## src/rtl/line_buffer_5row_ctrl_if.sv

```systemverilog
// Bundles the pixel input, the four-RAM A/B port signals and the column output.
// master = the controller side, slave = the environment side (source, RAM bank, sink).
// All signals are plain wires; no flow control beyond the valid strobes.
interface line_buffer_5row_ctrl_if #(
  parameter int P_DATA_WIDTH = 8,
  parameter int P_ADDR_WIDTH = 12
);
  logic                    i_sof;
  logic                    i_valid;
  logic [P_DATA_WIDTH-1:0] i_pixel;

  logic [P_ADDR_WIDTH-1:0] addra1, addra2, addra3, addra4;
  logic                    wea1, wea2, wea3, wea4;
  logic [P_DATA_WIDTH-1:0] dina1, dina2, dina3, dina4;
  logic [P_ADDR_WIDTH-1:0] addrb1, addrb2, addrb3, addrb4;
  logic                    enb1, enb2, enb3, enb4;
  logic [P_DATA_WIDTH-1:0] doutb1, doutb2, doutb3, doutb4;

  logic                    o_valid;
  logic [P_DATA_WIDTH-1:0] o_col0, o_col1, o_col2, o_col3, o_col4;
  logic [P_ADDR_WIDTH-1:0] o_col_idx;
  logic                    o_eol;

  modport master (
    input  i_sof, i_valid, i_pixel, doutb1, doutb2, doutb3, doutb4,
    output addra1, addra2, addra3, addra4, wea1, wea2, wea3, wea4,
           dina1, dina2, dina3, dina4, addrb1, addrb2, addrb3, addrb4,
           enb1, enb2, enb3, enb4,
           o_valid, o_col0, o_col1, o_col2, o_col3, o_col4, o_col_idx, o_eol
  );

  modport slave (
    output i_sof, i_valid, i_pixel, doutb1, doutb2, doutb3, doutb4,
    input  addra1, addra2, addra3, addra4, wea1, wea2, wea3, wea4,
           dina1, dina2, dina3, dina4, addrb1, addrb2, addrb3, addrb4,
           enb1, enb2, enb3, enb4,
           o_valid, o_col0, o_col1, o_col2, o_col3, o_col4, o_col_idx, o_eol
  );
endinterface

```

## src/rtl/line_buffer_5row_ctrl.sv

```systemverilog
// Drives a 4-row line-buffer RAM bank and emits a 5-pixel vertical column per input pixel.
// Latency: read enable same cycle as pixel, deferred write +1, column output registered +2.
// No backpressure: 1 pixel/cycle; bubbles (i_valid=0) hold all state.
module line_buffer_5row_ctrl #(
  parameter int P_ROW_WIDTH  = 256,
  parameter int P_DATA_WIDTH = 8,
  parameter int P_ADDR_WIDTH = 12
) (
  input  logic i_clk,
  input  logic i_rst,
  line_buffer_5row_ctrl_if.master bus
);
  localparam logic [P_ADDR_WIDTH-1:0] LAST_COL = P_ADDR_WIDTH'(P_ROW_WIDTH - 1);

  logic [P_ADDR_WIDTH-1:0] col_cnt;
  logic [1:0]              wr_sel;
  logic [2:0]              rows_filled;

  logic [P_ADDR_WIDTH-1:0] base_col, nxt_col;
  logic [1:0]              base_sel, nxt_sel;
  logic [2:0]              base_rf, nxt_rf;
  logic                    row_end;

  // Read/write pipeline stage: pixel waiting for its deferred write
  logic                    s1_vld, s1_full, s1_eol;
  logic [P_ADDR_WIDTH-1:0] s1_col;
  logic [1:0]              s1_sel;
  logic [P_DATA_WIDTH-1:0] s1_pix;

  logic [P_DATA_WIDTH-1:0] dout [4];
  logic [1:0]              sel1, sel2, sel3;

  assign dout[0] = bus.doutb1;
  assign dout[1] = bus.doutb2;
  assign dout[2] = bus.doutb3;
  assign dout[3] = bus.doutb4;

  // Effective counters for this pixel (sof restarts the frame) and their successors
  always_comb begin
    base_col = col_cnt;
    base_sel = wr_sel;
    base_rf  = rows_filled;
    if (bus.i_sof) begin
      base_col = '0;
      base_sel = '0;
      base_rf  = '0;
    end
    row_end = (base_col == LAST_COL);
    nxt_col = base_col + 1'b1;
    nxt_sel = base_sel;
    nxt_rf  = base_rf;
    if (row_end) begin
      nxt_col = '0;
      nxt_sel = base_sel + 2'd1;
      nxt_rf  = (base_rf == 3'd4) ? 3'd4 : base_rf + 3'd1;
    end
  end

  // Port B: all four rows read at the current column in the pixel's own cycle
  assign bus.enb1   = bus.i_valid & ~i_rst;
  assign bus.enb2   = bus.i_valid & ~i_rst;
  assign bus.enb3   = bus.i_valid & ~i_rst;
  assign bus.enb4   = bus.i_valid & ~i_rst;
  assign bus.addrb1 = base_col;
  assign bus.addrb2 = base_col;
  assign bus.addrb3 = base_col;
  assign bus.addrb4 = base_col;

  // Port A: write one cycle later so the old row is read before it is replaced
  assign bus.wea1   = s1_vld & (s1_sel == 2'd0);
  assign bus.wea2   = s1_vld & (s1_sel == 2'd1);
  assign bus.wea3   = s1_vld & (s1_sel == 2'd2);
  assign bus.wea4   = s1_vld & (s1_sel == 2'd3);
  assign bus.addra1 = s1_col;
  assign bus.addra2 = s1_col;
  assign bus.addra3 = s1_col;
  assign bus.addra4 = s1_col;
  assign bus.dina1  = s1_pix;
  assign bus.dina2  = s1_pix;
  assign bus.dina3  = s1_pix;
  assign bus.dina4  = s1_pix;

  // Column / row-slot / fill counters advance only on accepted pixels
  always_ff @(posedge i_clk or posedge i_rst) begin
    if (i_rst) begin
      col_cnt     <= '0;
      wr_sel      <= '0;
      rows_filled <= '0;
    end else if (bus.i_valid) begin
      col_cnt     <= nxt_col;
      wr_sel      <= nxt_sel;
      rows_filled <= nxt_rf;
    end
  end

  // Capture the pixel and its context alongside the RAM read
  always_ff @(posedge i_clk or posedge i_rst) begin
    if (i_rst) begin
      s1_vld  <= 1'b0;
      s1_full <= 1'b0;
      s1_eol  <= 1'b0;
      s1_col  <= '0;
      s1_sel  <= '0;
      s1_pix  <= '0;
    end else begin
      s1_vld <= bus.i_valid;
      if (bus.i_valid) begin
        s1_full <= (base_rf == 3'd4);
        s1_eol  <= row_end;
        s1_col  <= base_col;
        s1_sel  <= base_sel;
        s1_pix  <= bus.i_pixel;
      end
    end
  end

  assign sel1 = s1_sel + 2'd1;
  assign sel2 = s1_sel + 2'd2;
  assign sel3 = s1_sel + 2'd3;

  // Rotate RAM outputs so o_col0 is always the oldest row; gate on a full window
  always_ff @(posedge i_clk or posedge i_rst) begin
    if (i_rst) begin
      bus.o_valid   <= 1'b0;
      bus.o_eol     <= 1'b0;
      bus.o_col0    <= '0;
      bus.o_col1    <= '0;
      bus.o_col2    <= '0;
      bus.o_col3    <= '0;
      bus.o_col4    <= '0;
      bus.o_col_idx <= '0;
    end else begin
      bus.o_valid <= s1_vld & s1_full;
      bus.o_eol   <= s1_vld & s1_full & s1_eol;
      if (s1_vld && s1_full) begin
        bus.o_col0    <= dout[s1_sel];
        bus.o_col1    <= dout[sel1];
        bus.o_col2    <= dout[sel2];
        bus.o_col3    <= dout[sel3];
        bus.o_col4    <= s1_pix;
        bus.o_col_idx <= s1_col;
      end
    end
  end
endmodule

```

## src/flat_wrapper.sv

```systemverilog
// flat-port wrapper written by rule: the top's interface ports become plain ports
module line_buffer_5row_ctrl_flat 
#(
  parameter int P_ROW_WIDTH  = 256,
  parameter int P_DATA_WIDTH = 8,
  parameter int P_ADDR_WIDTH = 12
)
  (i_clk, i_rst, bus_i_sof, bus_i_valid, bus_i_pixel, bus_doutb1, bus_doutb2, bus_doutb3, bus_doutb4, bus_addra1, bus_addra2, bus_addra3, bus_addra4, bus_wea1, bus_wea2, bus_wea3, bus_wea4, bus_dina1, bus_dina2, bus_dina3, bus_dina4, bus_addrb1, bus_addrb2, bus_addrb3, bus_addrb4, bus_enb1, bus_enb2, bus_enb3, bus_enb4, bus_o_valid, bus_o_col0, bus_o_col1, bus_o_col2, bus_o_col3, bus_o_col4, bus_o_col_idx, bus_o_eol);
  line_buffer_5row_ctrl_if #(.P_DATA_WIDTH(P_DATA_WIDTH), .P_ADDR_WIDTH(P_ADDR_WIDTH)) bus_i ();
  input  logic i_clk;
  input  logic i_rst;
  input wire logic [$bits(bus_i.i_sof)-1:0] bus_i_sof;
  input wire logic [$bits(bus_i.i_valid)-1:0] bus_i_valid;
  input wire logic [$bits(bus_i.i_pixel)-1:0] bus_i_pixel;
  input wire logic [$bits(bus_i.doutb1)-1:0] bus_doutb1;
  input wire logic [$bits(bus_i.doutb2)-1:0] bus_doutb2;
  input wire logic [$bits(bus_i.doutb3)-1:0] bus_doutb3;
  input wire logic [$bits(bus_i.doutb4)-1:0] bus_doutb4;
  output wire logic [$bits(bus_i.addra1)-1:0] bus_addra1;
  output wire logic [$bits(bus_i.addra2)-1:0] bus_addra2;
  output wire logic [$bits(bus_i.addra3)-1:0] bus_addra3;
  output wire logic [$bits(bus_i.addra4)-1:0] bus_addra4;
  output wire logic [$bits(bus_i.wea1)-1:0] bus_wea1;
  output wire logic [$bits(bus_i.wea2)-1:0] bus_wea2;
  output wire logic [$bits(bus_i.wea3)-1:0] bus_wea3;
  output wire logic [$bits(bus_i.wea4)-1:0] bus_wea4;
  output wire logic [$bits(bus_i.dina1)-1:0] bus_dina1;
  output wire logic [$bits(bus_i.dina2)-1:0] bus_dina2;
  output wire logic [$bits(bus_i.dina3)-1:0] bus_dina3;
  output wire logic [$bits(bus_i.dina4)-1:0] bus_dina4;
  output wire logic [$bits(bus_i.addrb1)-1:0] bus_addrb1;
  output wire logic [$bits(bus_i.addrb2)-1:0] bus_addrb2;
  output wire logic [$bits(bus_i.addrb3)-1:0] bus_addrb3;
  output wire logic [$bits(bus_i.addrb4)-1:0] bus_addrb4;
  output wire logic [$bits(bus_i.enb1)-1:0] bus_enb1;
  output wire logic [$bits(bus_i.enb2)-1:0] bus_enb2;
  output wire logic [$bits(bus_i.enb3)-1:0] bus_enb3;
  output wire logic [$bits(bus_i.enb4)-1:0] bus_enb4;
  output wire logic [$bits(bus_i.o_valid)-1:0] bus_o_valid;
  output wire logic [$bits(bus_i.o_col0)-1:0] bus_o_col0;
  output wire logic [$bits(bus_i.o_col1)-1:0] bus_o_col1;
  output wire logic [$bits(bus_i.o_col2)-1:0] bus_o_col2;
  output wire logic [$bits(bus_i.o_col3)-1:0] bus_o_col3;
  output wire logic [$bits(bus_i.o_col4)-1:0] bus_o_col4;
  output wire logic [$bits(bus_i.o_col_idx)-1:0] bus_o_col_idx;
  output wire logic [$bits(bus_i.o_eol)-1:0] bus_o_eol;
  assign bus_i.i_sof = bus_i_sof;
  assign bus_i.i_valid = bus_i_valid;
  assign bus_i.i_pixel = bus_i_pixel;
  assign bus_i.doutb1 = bus_doutb1;
  assign bus_i.doutb2 = bus_doutb2;
  assign bus_i.doutb3 = bus_doutb3;
  assign bus_i.doutb4 = bus_doutb4;
  assign bus_addra1 = bus_i.addra1;
  assign bus_addra2 = bus_i.addra2;
  assign bus_addra3 = bus_i.addra3;
  assign bus_addra4 = bus_i.addra4;
  assign bus_wea1 = bus_i.wea1;
  assign bus_wea2 = bus_i.wea2;
  assign bus_wea3 = bus_i.wea3;
  assign bus_wea4 = bus_i.wea4;
  assign bus_dina1 = bus_i.dina1;
  assign bus_dina2 = bus_i.dina2;
  assign bus_dina3 = bus_i.dina3;
  assign bus_dina4 = bus_i.dina4;
  assign bus_addrb1 = bus_i.addrb1;
  assign bus_addrb2 = bus_i.addrb2;
  assign bus_addrb3 = bus_i.addrb3;
  assign bus_addrb4 = bus_i.addrb4;
  assign bus_enb1 = bus_i.enb1;
  assign bus_enb2 = bus_i.enb2;
  assign bus_enb3 = bus_i.enb3;
  assign bus_enb4 = bus_i.enb4;
  assign bus_o_valid = bus_i.o_valid;
  assign bus_o_col0 = bus_i.o_col0;
  assign bus_o_col1 = bus_i.o_col1;
  assign bus_o_col2 = bus_i.o_col2;
  assign bus_o_col3 = bus_i.o_col3;
  assign bus_o_col4 = bus_i.o_col4;
  assign bus_o_col_idx = bus_i.o_col_idx;
  assign bus_o_eol = bus_i.o_eol;
  line_buffer_5row_ctrl #(.P_ROW_WIDTH(P_ROW_WIDTH), .P_DATA_WIDTH(P_DATA_WIDTH), .P_ADDR_WIDTH(P_ADDR_WIDTH)) u_core (.i_clk(i_clk), .i_rst(i_rst), .bus(bus_i));
endmodule
```

## config.mk

```make
export PLATFORM = sky130hd
export DESIGN_NAME = line_buffer_5row_ctrl_flat
export DESIGN_NICKNAME = d
export VERILOG_FILES = /design/src/rtl/line_buffer_5row_ctrl_if.sv /design/src/rtl/line_buffer_5row_ctrl.sv /design/src/flat_wrapper.sv
export SDC_FILE = /design/constraint.sdc
export NUM_CORES = 1
export LEC_CHECK = 0
export ABC_AREA = 0
export CAP_MARGIN = 0
export CORE_ASPECT_RATIO = 0.75
export CORE_UTILIZATION = 35
export CTS_CLUSTER_SIZE = 14
export DETAILED_ROUTE_END_ITERATION = 8
export PLACE_DENSITY = 0.73
export RECOVER_POWER = 50
export REMOVE_ABC_BUFFERS = 1
export SYNTH_ARGS = -nofsm -noshare
export SYNTH_HDL_FRONTEND = slang
export SYNTH_SLANG_ARGS = --single-unit
```

## constraint.sdc

```tcl
create_clock -name i_clk -period 4.1 [get_ports i_clk]
set_input_delay 0.615 -clock i_clk [delete_from_list [all_inputs] [get_ports i_clk]]
set_output_delay 0.615 -clock i_clk [all_outputs]
set_load 0.02 [all_outputs]
```

==> metrics <==
Max-slew headroom -62.5%; delay of the slowest cell on the worst path 0.74 ns; final setup fails 0; smallest hold slack 0.477 ns; Overflow after GRT 0; maximum number of pins on one net before global-route repair 67; largest vdd supply drop 0.196 mV; met1 wire length 5570 um; starting density of the core 36.5%; Final TNS setup 0 ns; post-route fraction of the period consumed by the critical path 83.0%; final hold violations 0; required time reported for the critical path endpoint 3.48 ns; largest area contributor in the netlist sky130_fd_sc_hd__dfrtp_1; register area share after synthesis 44.6%; Buffers on Ports 233; ys async rst share 100%; final antenna-violating net count 0; clock root buffer master sky130_fd_sc_hd__clkbuf_16; area of the mapped netlist 0.00538 mm2; cts bufs inserted 9; DR vias/cell 4.85; Met3 Wirelength 831 um; num rows 38; number of DRC markers after the initial detailed-route iteration 189; Finished Cell Area 0.00748 mm2; synthesis-to-finish area growth 38.9%; worst clock skew 0.00855 ns; Clock Sinks 96; metal2 WL 6840 um; layout cell share with drive strength beyond 1 12.6%; Post-route DRC 0; number of max-slew violations in the final report 92; most frequent cell after synthesis sky130_fd_sc_hd__buf_4; highest layer used for signal routing met4; Critical-path top delay cell sky130_fd_sc_hd__dfrtp_1; Pwr per Cell Area 403 mW/mm2; Post-Synthesis Mean Instance Area 9.88 um2; Die Outline Area 0.0159 mm2; Post-Synthesis Cells 545; Reg-to-Reg Start u_core.s1_sel[1]; type of the worst setup path register to output pin; Static Leakage 3.21 nW; run status complete, but fails checks; clk_lat worst skew 0.34 ns; DP Wirelength 9760 um; count of synthesis-stage warnings from yosys 0; worst hold path depth 2; most frequently used flop master after synthesis sky130_fd_sc_hd__dfrtp_1; aggregate global-route resource usage 16.9%; via count of the first global-routing pass 4246; post-CTS setup buffer count 0; Tightest Pin Transition 2.44 ns; number of cells in the design after placement 856; maximum root-to-sink buffer count 2; global placement routability congestion 0.800; DRT Wirelength 13500 um; CTS Hold Buffers Added 0; worst setup slack for register-to-register paths 1.06 ns; Worst Hold Launch u_core.bus.o_col1[5]; post-route total power 3.01 mW; Crit. End Element output pin; x dimension of the die 145 um; Buf+Inv Stages, Crit Path 2; startpoint kind of the worst setup timing path register; number of inserted diodes 0; wire length of the first global-routing pass 21400 um; worst path arrival time 2.79 ns; die height 109 um; cell chain of the critical path clkinv_1 > ha_1 > and2_1 > clkdlybuf4s50_1; total number of vias 4227; Post-DP Area 0.00716 mm2; fraction of post-synthesis cell area in the top cell type by area 44.6%; clock tree from TritonCTS built; family of cells with the greatest summed delay on the critical path buffers and inverters; Yosys cell types 40; crit-path max FO 19; endpoint of the most critical register-to-register path u_core.bus.o_col3[1]; Min-Delay Endpoint u_core.bus.o_col1[5]; violations in the final reports max-capacitance violations, max-slew violations; number of cells on the worst reg-to-reg path 5; post_cts resized 0; wire length per cell 15.4 um; I/O pin count 234; number of antenna violations at the first check in global routing 0; H-tree levels 3; floorplan core area 0.0147 mm2; count of flip-flops with a built-in enable after synthesis 0; Synth top cells by count sky130_fd_sc_hd__buf_4 (99), sky130_fd_sc_hd__dfrtp_1 (96), sky130_fd_sc_hd__mux2_2 (56); clock period minus final worst setup slack 3.40 ns; unrepaired setup endpoints after global routing no; post-layout net count 718; worst min-delay path category register to register; MaxCap Viol Count 2; clock slew at reported path FFs 0.06 ns; number of non-filler instances in the completed layout 872; number of storage elements in the synthesis netlist 96; top post-synthesis cells by area sky130_fd_sc_hd__dfrtp_1 (45%), sky130_fd_sc_hd__buf_4 (14%), sky130_fd_sc_hd__mux2_2 (12%); top achievable clock speed 0.294 GHz; number of detailed-routing iterations run before antenna repair 4
-- flip-flops by register name, summed over array words and instances (netlist names) --
signal and flops:
u_core.bus.o_col_idx 12, u_core.bus.o_col0 8, u_core.s1_vld 1, u_core.bus.o_eol 1, u_core.wr_sel 2, u_core.bus.o_col3 8, u_core.bus.o_col1 8, u_core.s1_eol 1
u_core.bus.o_valid 1, u_core.s1_full 1, u_core.bus.o_col2 8, u_core.bus.addra1 12, u_core.s1_sel 2, u_core.bus.dina1 8, u_core.bus.o_col4 8, u_core.col_cnt 12
u_core.rows_filled 3
-- layout make-up --
class | count | area [um2]
repair buffers | 238 | 2370
clock inverters | 6 | 82.6
multi-input cells | 302 | 2050
inverters | 20 | 76.3
flip-flops and latches | 96 | 2400
clock buffers | 10 | 239
fillers | 1339 | 7260
well taps | 200 | 250
-- worst max-delay path by stage --
stage	start	endpoint	slack (ns)	cells past startpoint
5_1_grt	bus_i_valid	u_core.col_cnt[10]	0.31	6
3_3_place_gp	bus_i_sof	u_core.rows_filled[1]	0.90	7
3_5_place_dp	bus_i_sof	u_core.rows_filled[1]	0.72	7
4_1_cts	u_core.s1_sel[1]	bus_wea2	0.66	4
2_1_floorplan	bus_i_sof	u_core.rows_filled[1]	0.86	6
6_report	u_core.s1_sel[1]	bus_wea2	0.70	4
-- worst reg2reg max path: cells and delay by family, from the launching register on --
| family | cells | cell delay, ns |
|---|---|---|
| compound gates | 2 | 0.27 |
| fa+ha+maj | 1 | 1.11 |
| buf+inv | 1 | 0.65 |
| flops | 1 | 0.74 |
| simple gates | 1 | 0.12 |
-- per-stage QoR --
stage,worst slack [ns],util [%]
3_3_place_gp,0.903,48.6
2_1_floorplan,0.860,-
3_5_place_dp,0.720,48.6
6_report,0.698,50.7
5_1_grt,0.312,50.7
4_1_cts,0.658,50.8
-- logic make-up (layout without fill, tap and decap cells) --
logic type / count (synthesis) / count (layout) / synth area share (%)
and+or+nand+nor: 120 / 120 / 10.3
adders and majority gates: 7 / 7 / 1.63
muxes: 79 / 79 / 16.0
buffers and inverters: 147 / 274 / 17.2
DFF: 96 / 96 / 44.6
AOI/OAI and AO/OA: 96 / 96 / 10.3
-- cells in the final DEF (no fill, tap or decap), types with 2 or more instances in the layout --
master	n
sky130_fd_sc_hd__o31a_1	2
sky130_fd_sc_hd__buf_4	3
sky130_fd_sc_hd__inv_1	18
sky130_fd_sc_hd__dfrtp_1	96
sky130_fd_sc_hd__nor2b_1	7
sky130_fd_sc_hd__o21ai_0	48
sky130_fd_sc_hd__nand2_2	2
sky130_fd_sc_hd__mux2_2	54
sky130_fd_sc_hd__nand2b_1	3
sky130_fd_sc_hd__nand2_1	50
sky130_fd_sc_hd__mux2_1	2
sky130_fd_sc_hd__nor4_1	4
sky130_fd_sc_hd__mux2i_1	23
sky130_fd_sc_hd__o2bb2ai_1	2
sky130_fd_sc_hd__clkinv_2	3
sky130_fd_sc_hd__nand4b_1	2
sky130_fd_sc_hd__a21oi_1	27
sky130_fd_sc_hd__ha_1	7
sky130_fd_sc_hd__clkdlybuf4s50_1	163
sky130_fd_sc_hd__nand3_1	3
sky130_fd_sc_hd__clkbuf_16	9
sky130_fd_sc_hd__nor2_1	37
sky130_fd_sc_hd__dlygate4sd3_1	69
sky130_fd_sc_hd__o22ai_1	9
sky130_fd_sc_hd__bufinv_16	2
sky130_fd_sc_hd__and2_1	4
-- power breakdown --
| part | internal [mW] | switching, mW |
|---|---|---|
| Clock | 0.548 | 0.357 |
| Sequential | 1.05 | 0.100 |
| Combinational | 0.452 | 0.512 |
| Total | 2.05 | 0.968 |
-- metal layers --
layer  up-vias  track usage [%]
li1       1989                -
met1      2056             20.4
met2       163             29.8
met3        19             4.48
met4         0             5.49
met5         -                0
(Power assumes the default switching activity.)
